### src/rtl/lcd_4bit_ctrl.sv
// HD44780-style 4-bit LCD write controller: power-on init, configuration bytes,
// then client bytes sent as two timed nibbles with an execution wait after each.
module lcd_4bit_ctrl #(
    parameter int unsigned T_POWERON = 750000,
    parameter int unsigned T_INIT1   = 205000,
    parameter int unsigned T_INIT2   = 5000,
    parameter int unsigned T_EXEC    = 2000,
    parameter int unsigned T_CLEAR   = 82000,
    parameter int unsigned T_SETUP   = 2,
    parameter int unsigned T_PULSE   = 12,
    parameter int unsigned T_GAP     = 50,
    parameter int unsigned CNT_W     = 32
) (
    input  logic       Clock,
    input  logic       Reset_n,
    input  logic       iValid,
    input  logic       iRS,
    input  logic [7:0] iByte,
    output logic       oReady,
    output logic       oInitDone,
    output logic       oLCD_Enabled,
    output logic       oLCD_RegisterSelect,
    output logic       oLCD_ReadWrite,
    output logic       oLCD_StrataFlashControl,
    output logic [3:0] oLCD_Data,
    output logic [3:0] oDbgState
);

    typedef enum logic [3:0] {
        S_PWR_WAIT   = 4'd0,
        S_INIT_SETUP = 4'd1,
        S_INIT_PULSE = 4'd2,
        S_INIT_WAIT  = 4'd3,
        S_SETUP_HI   = 4'd4,
        S_PULSE_HI   = 4'd5,
        S_GAP        = 4'd6,
        S_SETUP_LO   = 4'd7,
        S_PULSE_LO   = 4'd8,
        S_EXEC_WAIT  = 4'd9,
        S_IDLE       = 4'd10
    } state_t;

    state_t           state_q;
    logic [CNT_W-1:0] cnt_q;
    logic [1:0]       init_idx_q;
    logic [1:0]       cfg_idx_q;
    logic [7:0]       byte_q;
    logic             rs_q;
    logic             e_q;
    logic [3:0]       data_q;
    logic             ready_q;
    logic             done_q;

    logic [CNT_W-1:0] wait_len_d;
    logic             cnt_last_d;
    logic             is_clear_d;
    logic [1:0]       cfg_sel_d;
    logic [7:0]       cfg_next_d;

    function automatic logic [7:0] cfg_byte(input logic [1:0] idx);
        case (idx)
            2'd0:    cfg_byte = 8'h28;
            2'd1:    cfg_byte = 8'h06;
            2'd2:    cfg_byte = 8'h0C;
            default: cfg_byte = 8'h01;
        endcase
    endfunction

    // Clear/home commands need the long execution time; everything else uses T_EXEC.
    assign is_clear_d = !rs_q && (byte_q == 8'h01 || byte_q == 8'h02 || byte_q == 8'h03);

    always_comb begin
        wait_len_d = '0;
        case (state_q)
            S_PWR_WAIT:                           wait_len_d = CNT_W'(T_POWERON);
            S_INIT_SETUP, S_SETUP_HI, S_SETUP_LO: wait_len_d = CNT_W'(T_SETUP);
            S_INIT_PULSE, S_PULSE_HI, S_PULSE_LO: wait_len_d = CNT_W'(T_PULSE);
            S_GAP:                                wait_len_d = CNT_W'(T_GAP);
            S_INIT_WAIT: begin
                case (init_idx_q)
                    2'd0:    wait_len_d = CNT_W'(T_INIT1);
                    2'd1:    wait_len_d = CNT_W'(T_INIT2);
                    default: wait_len_d = CNT_W'(T_EXEC);
                endcase
            end
            S_EXEC_WAIT: wait_len_d = is_clear_d ? CNT_W'(T_CLEAR) : CNT_W'(T_EXEC);
            default:     wait_len_d = '0;
        endcase
    end

    // The counter restarts at 0 on every state entry, so a wait of N ends on count N-1.
    assign cnt_last_d = (cnt_q == wait_len_d - CNT_W'(1));

    // Leaving the init nibbles starts configuration byte 0; later exits load the next entry.
    assign cfg_sel_d  = (state_q == S_INIT_WAIT) ? 2'd0 : cfg_idx_q + 2'd1;
    assign cfg_next_d = cfg_byte(cfg_sel_d);

    // Handshake: a byte transfers on the rising edge where iValid && oReady are both 1;
    // iRS/iByte are captured on that edge, oReady drops the next cycle, and iValid is
    // ignored (not queued) whenever oReady is 0. oReady only ever rises in IDLE.
    always_ff @(posedge Clock or negedge Reset_n) begin
        if (!Reset_n) begin
            state_q    <= S_PWR_WAIT;
            cnt_q      <= '0;
            init_idx_q <= 2'd0;
            cfg_idx_q  <= 2'd0;
            byte_q     <= 8'h00;
            rs_q       <= 1'b0;
            e_q        <= 1'b0;
            data_q     <= 4'h0;
            ready_q    <= 1'b0;
            done_q     <= 1'b0;
        end else begin
            cnt_q <= cnt_q + CNT_W'(1);
            case (state_q)
                S_PWR_WAIT: begin
                    if (cnt_last_d) begin
                        state_q    <= S_INIT_SETUP;
                        cnt_q      <= '0;
                        init_idx_q <= 2'd0;
                        data_q     <= 4'h3;
                        rs_q       <= 1'b0;
                    end
                end
                S_INIT_SETUP: begin
                    if (cnt_last_d) begin
                        state_q <= S_INIT_PULSE;
                        cnt_q   <= '0;
                        e_q     <= 1'b1;
                    end
                end
                S_INIT_PULSE: begin
                    if (cnt_last_d) begin
                        state_q <= S_INIT_WAIT;
                        cnt_q   <= '0;
                        e_q     <= 1'b0;
                    end
                end
                S_INIT_WAIT: begin
                    if (cnt_last_d) begin
                        cnt_q <= '0;
                        if (init_idx_q == 2'd3) begin
                            state_q   <= S_SETUP_HI;
                            cfg_idx_q <= 2'd0;
                            byte_q    <= cfg_next_d;
                            rs_q      <= 1'b0;
                            data_q    <= cfg_next_d[7:4];
                        end else begin
                            state_q    <= S_INIT_SETUP;
                            init_idx_q <= init_idx_q + 2'd1;
                            data_q     <= (init_idx_q == 2'd2) ? 4'h2 : 4'h3;
                        end
                    end
                end
                S_SETUP_HI: begin
                    if (cnt_last_d) begin
                        state_q <= S_PULSE_HI;
                        cnt_q   <= '0;
                        e_q     <= 1'b1;
                    end
                end
                S_PULSE_HI: begin
                    if (cnt_last_d) begin
                        state_q <= S_GAP;
                        cnt_q   <= '0;
                        e_q     <= 1'b0;
                    end
                end
                S_GAP: begin
                    if (cnt_last_d) begin
                        state_q <= S_SETUP_LO;
                        cnt_q   <= '0;
                        data_q  <= byte_q[3:0];
                    end
                end
                S_SETUP_LO: begin
                    if (cnt_last_d) begin
                        state_q <= S_PULSE_LO;
                        cnt_q   <= '0;
                        e_q     <= 1'b1;
                    end
                end
                S_PULSE_LO: begin
                    if (cnt_last_d) begin
                        state_q <= S_EXEC_WAIT;
                        cnt_q   <= '0;
                        e_q     <= 1'b0;
                    end
                end
                S_EXEC_WAIT: begin
                    if (cnt_last_d) begin
                        cnt_q <= '0;
                        if (!done_q && cfg_idx_q != 2'd3) begin
                            state_q   <= S_SETUP_HI;
                            cfg_idx_q <= cfg_idx_q + 2'd1;
                            byte_q    <= cfg_next_d;
                            rs_q      <= 1'b0;
                            data_q    <= cfg_next_d[7:4];
                        end else begin
                            state_q <= S_IDLE;
                            ready_q <= 1'b1;
                            done_q  <= 1'b1;
                        end
                    end
                end
                S_IDLE: begin
                    cnt_q <= '0;
                    if (iValid && ready_q) begin
                        state_q <= S_SETUP_HI;
                        byte_q  <= iByte;
                        rs_q    <= iRS;
                        data_q  <= iByte[7:4];
                        ready_q <= 1'b0;
                    end
                end
                default: begin
                    state_q <= S_PWR_WAIT;
                    cnt_q   <= '0;
                    e_q     <= 1'b0;
                    ready_q <= 1'b0;
                end
            endcase
        end
    end

    assign oReady                  = ready_q;
    assign oInitDone               = done_q;
    assign oLCD_Enabled            = e_q;
    assign oLCD_RegisterSelect     = rs_q;
    assign oLCD_Data               = data_q;
    assign oLCD_ReadWrite          = 1'b0;
    assign oLCD_StrataFlashControl = 1'b1;
    assign oDbgState               = state_q;

endmodule

### config.mk
export PLATFORM = sky130hd
export DESIGN_NAME = lcd_4bit_ctrl
export DESIGN_NICKNAME = d
export VERILOG_FILES = /design/src/rtl/lcd_4bit_ctrl.sv
export SDC_FILE = /design/constraint.sdc
export NUM_CORES = 1
export LEC_CHECK = 0
export CORE_UTILIZATION = 55
export CTS_CLUSTER_SIZE = 28
export DETAILED_ROUTE_END_ITERATION = 12
export HOLD_SLACK_MARGIN = 0.15
export PLACE_DENSITY = 0.75
export SKIP_CTS_REPAIR_TIMING = 1
export SYNTH_ARGS = -nofsm -noshare
export SYNTH_HDL_FRONTEND = slang
export SYNTH_SLANG_ARGS = --single-unit
### constraint.sdc
create_clock -name Clock -period 11.09 [get_ports Clock]
set_clock_uncertainty 0.1 [all_clocks]
set_input_delay 2.218 -clock Clock [delete_from_list [all_inputs] [get_ports Clock]]
set_output_delay 2.218 -clock Clock [all_outputs]
set_load 0.03 [all_outputs]
==> qor.yml <==
status:
  outcome: "finished clean"
floorplanning:
  start_util: 0.5687
  ios: 26
  die-height_um: 88.37
  die_w_um: 88.37
  core_mm2: 0.007214
  placementRows: 31
  die_area_mm2: 0.007808
clock_tree:
  cts_made_buffers: 5
  clock_path_buffers: 2
  clk_pin_slew_ps: 110
  cts-root-buf: "clkbuf_8"
  cts_tree: "done"
  clock_latency_ps: 320
  htreeDepth: 2
  cts.sinks: 56
global_route:
  overflow: 0
  grt_pass1_wl_mm: 16.04
  grt_max_degree: 57
  grt_use_total: 0.2646
  grt_pass1_vias: 3146
  antenna_found_initial: 0
sta:
  relSlewSlack: 0.2981
  rsz0062_at_grt: "false"
  worst_pin_slew_ps: 1053
  finalCritPeriodShare: 0.4933
  timing.fmax_mhz: 182.8
  hold_viol_final: 0
  fin_crit_ps: 5471
  tns_ps: 0
  setup_violations: 0
  finalWorstSetupSlack_ps: 5619
  slew_violations: 0
critical_path:
  required_ps: 11210
  rrSetupSlack_ps: 5620
  cpLargestDelayFamily: "simple AND/OR/NAND/NOR gates"
  critPathLaunch: "oDbgState[2]$_DFFE_PN0P_"
  worstSetupPathType: "flip-flop to flip-flop"
  startpoint_type: "flip-flop"
  path_cells: "inv_1, a31oi_1, ha_1, o41a_1, nand4_1, or3_1, a221o_1, nor4b_4, a21oi_1, nor2b_1, mux2_4"
  worst_r2r_endpoint: "byte_q[5]$_DFFE_PN0P_"
  slowest_delay_ps: 1000
  crit_fanout: 32
  end_kind: "flip-flop"
  crit_buf_inv: 1
  crit_path_top_delay_cell: "dfrtp_1"
  reg2regPathDepth: 11
  critPathArrivalTime_ps: 5590
  r2r_start: "oDbgState[2]$_DFFE_PN0P_"
worst_hold_path:
  worst_hold_path.endpoint: "oLCD_Data[0]$_DFFE_PN0P_"
  hold_class: "flip-flop to flip-flop"
  worstHoldPathCells: 1
  holdCritStartpoint: "oLCD_Data[0]$_DFFE_PN0P_"
routing:
  antenna_left: 0
  avgRoutedWirePerCell_um: 16.74
  first_pass_iters: 5
  wl_mm: 9.741
  vias: 3526
  drt-vias-per-instance: 6.058
  drt_first_iter_violations: 339
  drc_errors: 0
placed_design:
  gp_congestion: 0.9227
  placed_area_mm2: 0.004320
  hpwl_mm: 6.993
  io_buffer_count: 23
  pre_cts_slack_ps: 5748
synth:
  yosys.area.top_type: "dfrtp_1"
  syn-cell-area_mm2: 0.004103
  synth_most_common_cell: "nor2_1"
  yosysWarnings: 0
  synth.top_cell.area_share: 0.3416
  syn_area_per_cell_um2: 8.565
  synth_edf_count: 0
  synth.distinct_cells: 71
  synth-seq-cells: 56
  synth.top_cells.by_count: "nor2_1, dfrtp_1, nand2_1"
  synth_cells: 479
  synth-seq-area-share: 0.3416
  async_flop_share: 1.000
  syn_nets: 503
  synth_top_flop_cell: "dfrtp_1"
  synth_area_leaders: "dfrtp_1, nor2_1, xor2_1, ha_1, xnor2_1"
finish:
  final_util: 0.6150
  drive_gt1_frac: 0.08075
  stdcell_area_mm2: 0.004437
  area_growth_pct: 8.143
  fin_nets: 506
  n_fill_cell: 663
  diodes: 0
pwr:
  p_leak_uw: 0.001892
  peakVddDrop_uv: 54.83
  finalPower_uw: 353.0
  powerDensity_mw_per_mm2: 79.56
run:
  maxCapViolCount: 0
==> worst max-delay path by stage <==
stage          slack (ps)  cells after the start               endpoint
6_report             5620                     11  byte_q[5]$_DFFE_PN0P_
5_1_grt              5320                     11  byte_q[5]$_DFFE_PN0P_
4_1_cts              5740                     11  byte_q[5]$_DFFE_PN0P_
3_5_place_dp         5750                     11  byte_q[0]$_DFFE_PN0P_
3_3_place_gp         5890                     11  byte_q[7]$_DFFE_PN0P_
2_1_floorplan        6420                     17  byte_q[0]$_DFFE_PN0P_
==> power by group <==
part           internal (uW)  switching (uW)
Combinational           3.46            5.45
Sequential               204               0
Clock                   68.2            71.9
==> state kept, by name, summed over array words and instances (netlist names) <==
name	cells
cfg_idx_q	2
oInitDone	1
init_idx_q	2
oDbgState	4
byte_q	8
oLCD_RegisterSelect	1
oLCD_Data	4
oLCD_Enabled	1
oReady	1
cnt_q	32
==> metrics by stage <==
| stage | cells | hold WS, ps |
|---|---|---|
| after floorplan | 479 | 375.6 |
| after global placement | 574 | 392.6 |
| after detailed placement | 574 | 398.3 |
| after CTS | 582 | 425.8 |
| after global routing | 582 | 438.4 |
| final | 582 | 423.2 |
==> cell type report <==
class,count,area [um^2],area share
Sequential cell,56,1401,0.3158
Timing Repair Buffer,27,255.2,0.05753
Clock inverter,3,47.55,0.01072
Inverter,15,56.30,0.01269
Clock buffer,5,68.82,0.01551
Multi-Input combinational cell,377,2484,0.5598
Tap cell,99,123.9,0.02792
==> logic make-up after synthesis <==
| group | after synthesis | synth area share |
|---|---|---|
| adders and majority gates | 12 | 0.03660 |
| buffers and inverters | 46 | 0.05306 |
| AOI/OAI and AO/OA | 90 | 0.1470 |
| xor gates and xnor gates | 37 | 0.07899 |
| muxes | 15 | 0.04544 |
| DFF | 56 | 0.3416 |
| other | 2 | 0.001831 |
| and+or+nand+nor | 221 | 0.2955 |
==> per-layer routing <==
metal  share of wire  vias up  track usage
met5               0        -            0
met3           0.050       19      0.04104
met1            0.50     1695       0.4032
met4           0.016        0      0.07771
li1                -     1706            -
met2            0.44      106       0.3853
==> worst reg2reg max path, cell delays in order, from the launching register on <==
cell	delay, ps
dfrtp_1	1000
inv_1	470
a31oi_1	300
ha_1	390
o41a_1	370
nand4_1	150
or3_1	380
a221o_1	350
nor4b_4	610
a21oi_1	140
nor2b_1	750
mux2_4	360
==> cells in the final DEF (no fill, tap or decap), types with 11 or more instances in the layout <==
| cell type | count |
|---|---|
| xnor2_1 | 17 |
| xor2_1 | 20 |
| nor2_1 | 57 |
| ha_1 | 12 |
| dfrtp_1 | 56 |
| inv_1 | 15 |
| clkdlybuf4s50_1 | 22 |
| nand2_1 | 36 |
| and3_1 | 13 |
| nor3_1 | 14 |
| o21ai_0 | 19 |
| nand3_1 | 25 |
| and2_1 | 11 |
| a21oi_1 | 18 |
Note: power is estimated with default switching activity, not from simulation.
